File: config.mk
export PLATFORM = sky130hd
export DESIGN_NAME = array_divider_seq
export DESIGN_NICKNAME = d
export VERILOG_FILES = /design/src/rtl/array_divider_seq.sv
export SDC_FILE = /design/constraint.sdc
export NUM_CORES = 1
export LEC_CHECK = 0
export ABC_AREA = 1
export BUFFER_PORTS_ARGS = -buffer_cell sky130_fd_sc_hd__buf_2
export CORE_ASPECT_RATIO = 0.9
export CORE_MARGIN = 1.5
export CORE_UTILIZATION = 57
export CTS_CLUSTER_DIAMETER = 80
export DETAILED_ROUTE_END_ITERATION = 6
export HOLD_SLACK_MARGIN = 0.06
export PLACE_DENSITY = 0.83
export SYNTH_ARGS = -nofsm -noshare
export SYNTH_HDL_FRONTEND = slang
export SYNTH_SLANG_ARGS = --single-unit
export TNS_END_PERCENT = 50
File: constraint.sdc
create_clock -name clk -period 4.67 [get_ports clk]
set_input_delay 0.2335 -clock clk [delete_from_list [all_inputs] [get_ports clk]]
set_output_delay 0.2335 -clock clk [all_outputs]
set_load 0.05 [all_outputs]
File: src/rtl/array_divider_seq.sv
//==============================================================================
// Module      : array_divider_seq
// Description : Sequential restoring divider. Divides a 2*WIDTH-bit unsigned
//               dividend by a WIDTH-bit unsigned divisor, producing one
//               quotient bit per cycle (MSB first) behind valid/ready
//               handshakes on both the input and the result side.
// Revision    : 1.0 - initial release
//==============================================================================
`default_nettype none

module array_divider_seq #(
  parameter int WIDTH = 4
) (
  input  logic               clk,
  input  logic               rst,
  input  logic               in_valid,
  output logic               in_ready,
  input  logic [2*WIDTH-1:0] dividend,
  input  logic [WIDTH-1:0]   divisor,
  output logic               out_valid,
  input  logic               out_ready,
  output logic [2*WIDTH-1:0] quotient,
  output logic [WIDTH-1:0]   remainder,
  output logic               div_by_zero,
  output logic               busy
);

  localparam int QW = 2 * WIDTH;
  localparam int CW = (QW > 1) ? $clog2(QW) : 1;

  localparam logic [1:0] S_IDLE = 2'd0;
  localparam logic [1:0] S_BUSY = 2'd1;
  localparam logic [1:0] S_DONE = 2'd2;

  logic [1:0]       state_q, state_d;
  logic [QW-1:0]    dvd_q,   dvd_d;    // dividend bits still to be consumed, MSB first
  logic [WIDTH-1:0] dsr_q,   dsr_d;
  logic [WIDTH-1:0] rem_q,   rem_d;    // partial remainder, always < divisor
  logic [QW-1:0]    quot_q,  quot_d;   // quotient shift register
  logic [CW-1:0]    cnt_q,   cnt_d;
  logic             dbz_q,   dbz_d;

  // Shifted partial remainder needs one extra bit: {r, next bit} can reach
  // 2*divisor-1, which overflows WIDTH bits.
  logic [WIDTH:0]   r_shift;
  logic [WIDTH:0]   r_diff;
  logic             r_ge;

  // Restoring-division step and handshake-driven state transitions
  always_comb begin
    state_d = state_q;
    dvd_d   = dvd_q;
    dsr_d   = dsr_q;
    rem_d   = rem_q;
    quot_d  = quot_q;
    cnt_d   = cnt_q;
    dbz_d   = dbz_q;

    r_shift = {rem_q, dvd_q[QW-1]};
    r_diff  = r_shift - {1'b0, dsr_q};
    r_ge    = (r_shift >= {1'b0, dsr_q});

    case (state_q)
      S_IDLE: begin
        if (in_valid) begin
          dvd_d = dividend;
          dsr_d = divisor;
          rem_d = '0;
          if (divisor == '0) begin
            // Zero divisor short-circuits straight to a flagged result
            quot_d  = '1;
            dbz_d   = 1'b1;
            cnt_d   = '0;
            state_d = S_DONE;
          end else begin
            quot_d  = '0;
            dbz_d   = 1'b0;
            cnt_d   = CW'(QW - 1);
            state_d = S_BUSY;
          end
        end
      end

      S_BUSY: begin
        dvd_d  = dvd_q << 1;
        quot_d = {quot_q[QW-2:0], r_ge};
        // When r_shift < divisor its top bit is necessarily zero, so the
        // truncation to WIDTH bits is lossless in both branches.
        rem_d  = WIDTH'(r_ge ? r_diff : r_shift);
        if (cnt_q == '0) begin
          state_d = S_DONE;
        end else begin
          cnt_d = cnt_q - CW'(1);
        end
      end

      S_DONE: begin
        // Result registers hold until the consumer takes them; quotient and
        // remainder deliberately keep their value after the handshake.
        if (out_ready) begin
          dbz_d   = 1'b0;
          state_d = S_IDLE;
        end
      end

      default: begin
        state_d = S_IDLE;
      end
    endcase
  end

  // State and datapath registers with synchronous reset
  always_ff @(posedge clk) begin
    if (rst) begin
      state_q <= S_IDLE;
      dvd_q   <= '0;
      dsr_q   <= '0;
      rem_q   <= '0;
      quot_q  <= '0;
      cnt_q   <= '0;
      dbz_q   <= 1'b0;
    end else begin
      state_q <= state_d;
      dvd_q   <= dvd_d;
      dsr_q   <= dsr_d;
      rem_q   <= rem_d;
      quot_q  <= quot_d;
      cnt_q   <= cnt_d;
      dbz_q   <= dbz_d;
    end
  end

  assign in_ready    = (state_q == S_IDLE);
  assign busy        = (state_q == S_BUSY);
  assign out_valid   = (state_q == S_DONE);
  assign quotient    = quot_q;
  assign remainder   = rem_q;
  assign div_by_zero = dbz_q;

endmodule

`default_nettype wire

==> results.txt <==
The number of vias per cell came out at 5.09. The first-pass GRT wire length came out at 4.77 mm. The average wire length per cell after detail routing is 11.0 um.

The cell area that synthesis handed to floorplanning was 0.00149 mm^2. The area of all placed cells without fillers came out at between 0.0015 and 0.002 mm^2. The multiplexer fraction of the synthesized cell area is 0%. The area share of the leading cell type in the synthesized netlist is 40.3%. The number of primary I/O pins came out at 32. The via count of the first global-routing pass is 1149. The simple-gate portion of the synthesized area is 20.7%.

The synthesized netlist devotes 21.5% of its cell area to compound gates. For the pin with the worst max-slew slack, the measured transition is roughly 0.57 ns. Yosys mapped a number of flops with a built-in enable equal to 0. The number of antenna violations at the first check in global routing came out at 0. Compared with the post-synthesis result, the final layout area differs by 12.4%.

The post-CTS setup-driven buffer insertion count came out at 0. In this run the worst path has a maximum fanout of 26. The cell count after placement is 255. The number of H-tree levels is 2. 0 antenna diodes ended up in the layout. The number of nets in the synthesized netlist is 228. The pin count of the biggest net entering global routing came out at 28. The placer's final routability congestion estimate is 0.867. The clock latency at the later pin of the worst-skew pair came out at 0.33 ns.

The starting utilization of the core area came out at 60.4%. The count of nets left with antenna violations after detail routing is 0. The worst hold-check path type is in -> reg. Setup slack on the critical path of the routed design comes to 2.80 ns. The final global-route overflow total came out at 0.

The first detailed-routing pass took 4 iterations. The summed negative setup slack over all endpoints came out at 0 ns. In the layout the commonest cells are nand2_1, buf_2, dfxtp_1.

After synthesis, the cell types taking the most area are dfxtp_1, nand2_1, o21ai_0. For this run, design rule violations remaining after detail routing come to 0. After global routing, the most crowded layer is met2. The storage element area is roughly 600 um^2. The count of final setup violators is 0. The portion of the clock cycle consumed by the worst path in the final layout is 40.0%. Counting the buffers created by CTS gives 5. The number of nets in the layout came out at 257.

After floorplanning, the core was divided into 17 placement rows. After the first detailed-routing iteration, the DRC count stood at 54. The final layout contains routed wiring with a total length of 2.87 mm.

The achievable clock frequency came out at 0.535 GHz. The post-synthesis adder-cell area fraction is 6.38%. The most used flip-flop cell after synthesis is dfxtp_1.

The Yosys warning count is 0. The count of placed standard cells in the final layout, fillers left out is 261. The critical path startpoint category is a register.

The port buffer count is 31. The count of final hold-check violations came to 0. The die outline width is 56.9 um. The worst slack on hold paths is 0.160 ns. The total leakage power came out at 0.820 nW. In this run, synthesis produced a sequential element count of 30. From bottom edge to top edge, the die measures 51.5 um. The TritonCTS clock tree is built. Across all layers, the routed design uses approximately 1300 vias. The floorplan die area came out at 0.00293 mm^2. The filler cell count came out at 223. The run finished with clean final reports. The total of hold buffers inserted after clock tree synthesis is 0. The ratio of cells with drive above 1 in the final layout is approximately 20%. By area, the combinational part of the netlist is dominated by compound AO/OA/AOI/OAI gates.

Dividing total power by cell area gives a power density of ~420 mW/mm^2. The clock transition at the register clock pins on the worst setup and hold paths after CTS is 0.09 ns. The share of the core filled with cells came out at about 68%.

The maximum resistive drop on vdd is 0.306 mV. The standard cell area after detailed placement came out at 0.00163 mm^2. The overall global routing resource usage is 21.4%. The total clock sinks is 30.

Setup repair after global routing left no endpoint under its margin. At the worst endpoint, the required time is 4.93 ns. The cell sitting at the root of the clock tree is a clkbuf_4.

Each instance of the synthesized netlist takes up on average 7.28 um^2. The async set or reset register ratio after synthesis is 0%. The fraction of synthesized cell area in xor and xnor cells came out at 0.587%. The met3 layer usage reported by global route came out at 8.46%. The sequential-to-total area share from yosys stat is 40.3%. The max-cap violation count came out at 0. The placeable core region is 0.00247 mm^2. The max-slew headroom at the worst pin is 62.1%.

The number of different library cells in the post-synthesis netlist came out at 28. The global routing met2 resource utilization came out at 33.7%. The type of the worst setup path is reg -> reg. The area of the multi-input gates came out at between 700 and 800 um^2. The arrival time of the worst setup path came out at ~2.1 ns. The maximum number of buffers from clock root to sink came out at 2. The fraction of met1 tracks used by global routing is 25.8%. The final critical-path required period came out at roughly 1.9 ns. Summed over all instances, the cell type with the most area after synthesis is dfxtp_1.

The number of slew-limit violations in the final report came out at 0. The capturing element type of the critical path is a register. The worst setup slack after placement came out at 2.82 ns. The commonest non-fill, non-tap cell in the layout is nand2_1. Post-CTS repair changed the size of 0 cells. The maximum clock skew at final layout is ~0.0093 ns. The half-perimeter wire length after placement is about 2.1 mm. The completed layout was analyzed and its total power is 0.707 mW. The post-synthesis instance total is 205.
-- cell usage after synthesis (2+ instances only) --
master	n
nand2_1	43
dfxtp_1	30
o21ai_0	29
a21oi_1	28
inv_1	24
nor2_1	12
ha_1	6
nand3_1	6
clkbuf_1	3
inv_2	3
buf_2	2
buf_6	2
nor2_2	2
-- layout make-up --
type,instances,area share [%]
Timing Repair Buffer,31,9.25
Tap cell,28,2.09
Clock buffer,6,3.06
Sequential cell,30,35.8
Inverter,27,6.04
Multi-Input combinational cell,139,43.7
-- worst max-delay path: stages, from the launching register on --
cell,delay (ns)
dfxtp_1,0.37
inv_2,0.06
nor2_2,0.44
inv_2,0.30
or2_4,0.33
nand2_4,0.08
o21ai_0,0.08
a21oi_1,0.13
-- power by group --
group | switching [mW] | internal (mW) | leakage (nW)
registers | 0.0170 | 0.289 | 0.247
clock network | 0.0815 | 0.0677 | 0.0302
logic | 0.177 | 0.0743 | 0.542
total | 0.276 | 0.431 | 0.820
-- layer usage --
layer	wire length [um]	up-vias
li1	-	719
met3	133	6
met2	1300	22
met5	0	-
met4	44	0
met1	1390	582
-- cell families (layout without fill, tap and decap cells) --
logic type	count (synthesis)	count (layout)
XOR/XNOR	1	1
buffers and inverters	36	64
adder cells (fa/ha/maj)	7	7
AND/OR/NAND/NOR	69	69
flip-flops	30	30
AO/OA/AOI/OAI	62	62
-- state kept, by name, summed over array words and instances (netlist names) --
register and count:
cnt_q 3, state_q 2, quotient 8, div_by_zero 1, dvd_q 8, remainder 4
dsr_q 4
-- worst paths after layout --
check,cells after the start,startpoint,slack (ns),end
worst max-delay path,7,state_q[0]$_SDFFE_PP0P_,2.80,cnt_q[1]$_SDFFE_PP0P_
worst max register to register,7,state_q[0]$_SDFFE_PP0P_,2.80,cnt_q[1]$_SDFFE_PP0P_
worst min-delay path,3,dividend[0],0.16,dvd_q[0]$_SDFFE_PP0P_
worst min register to register,2,dvd_q[2]$_SDFFE_PP0P_,0.45,dvd_q[2]$_SDFFE_PP0P_
Power figures use the tool's default switching activity.
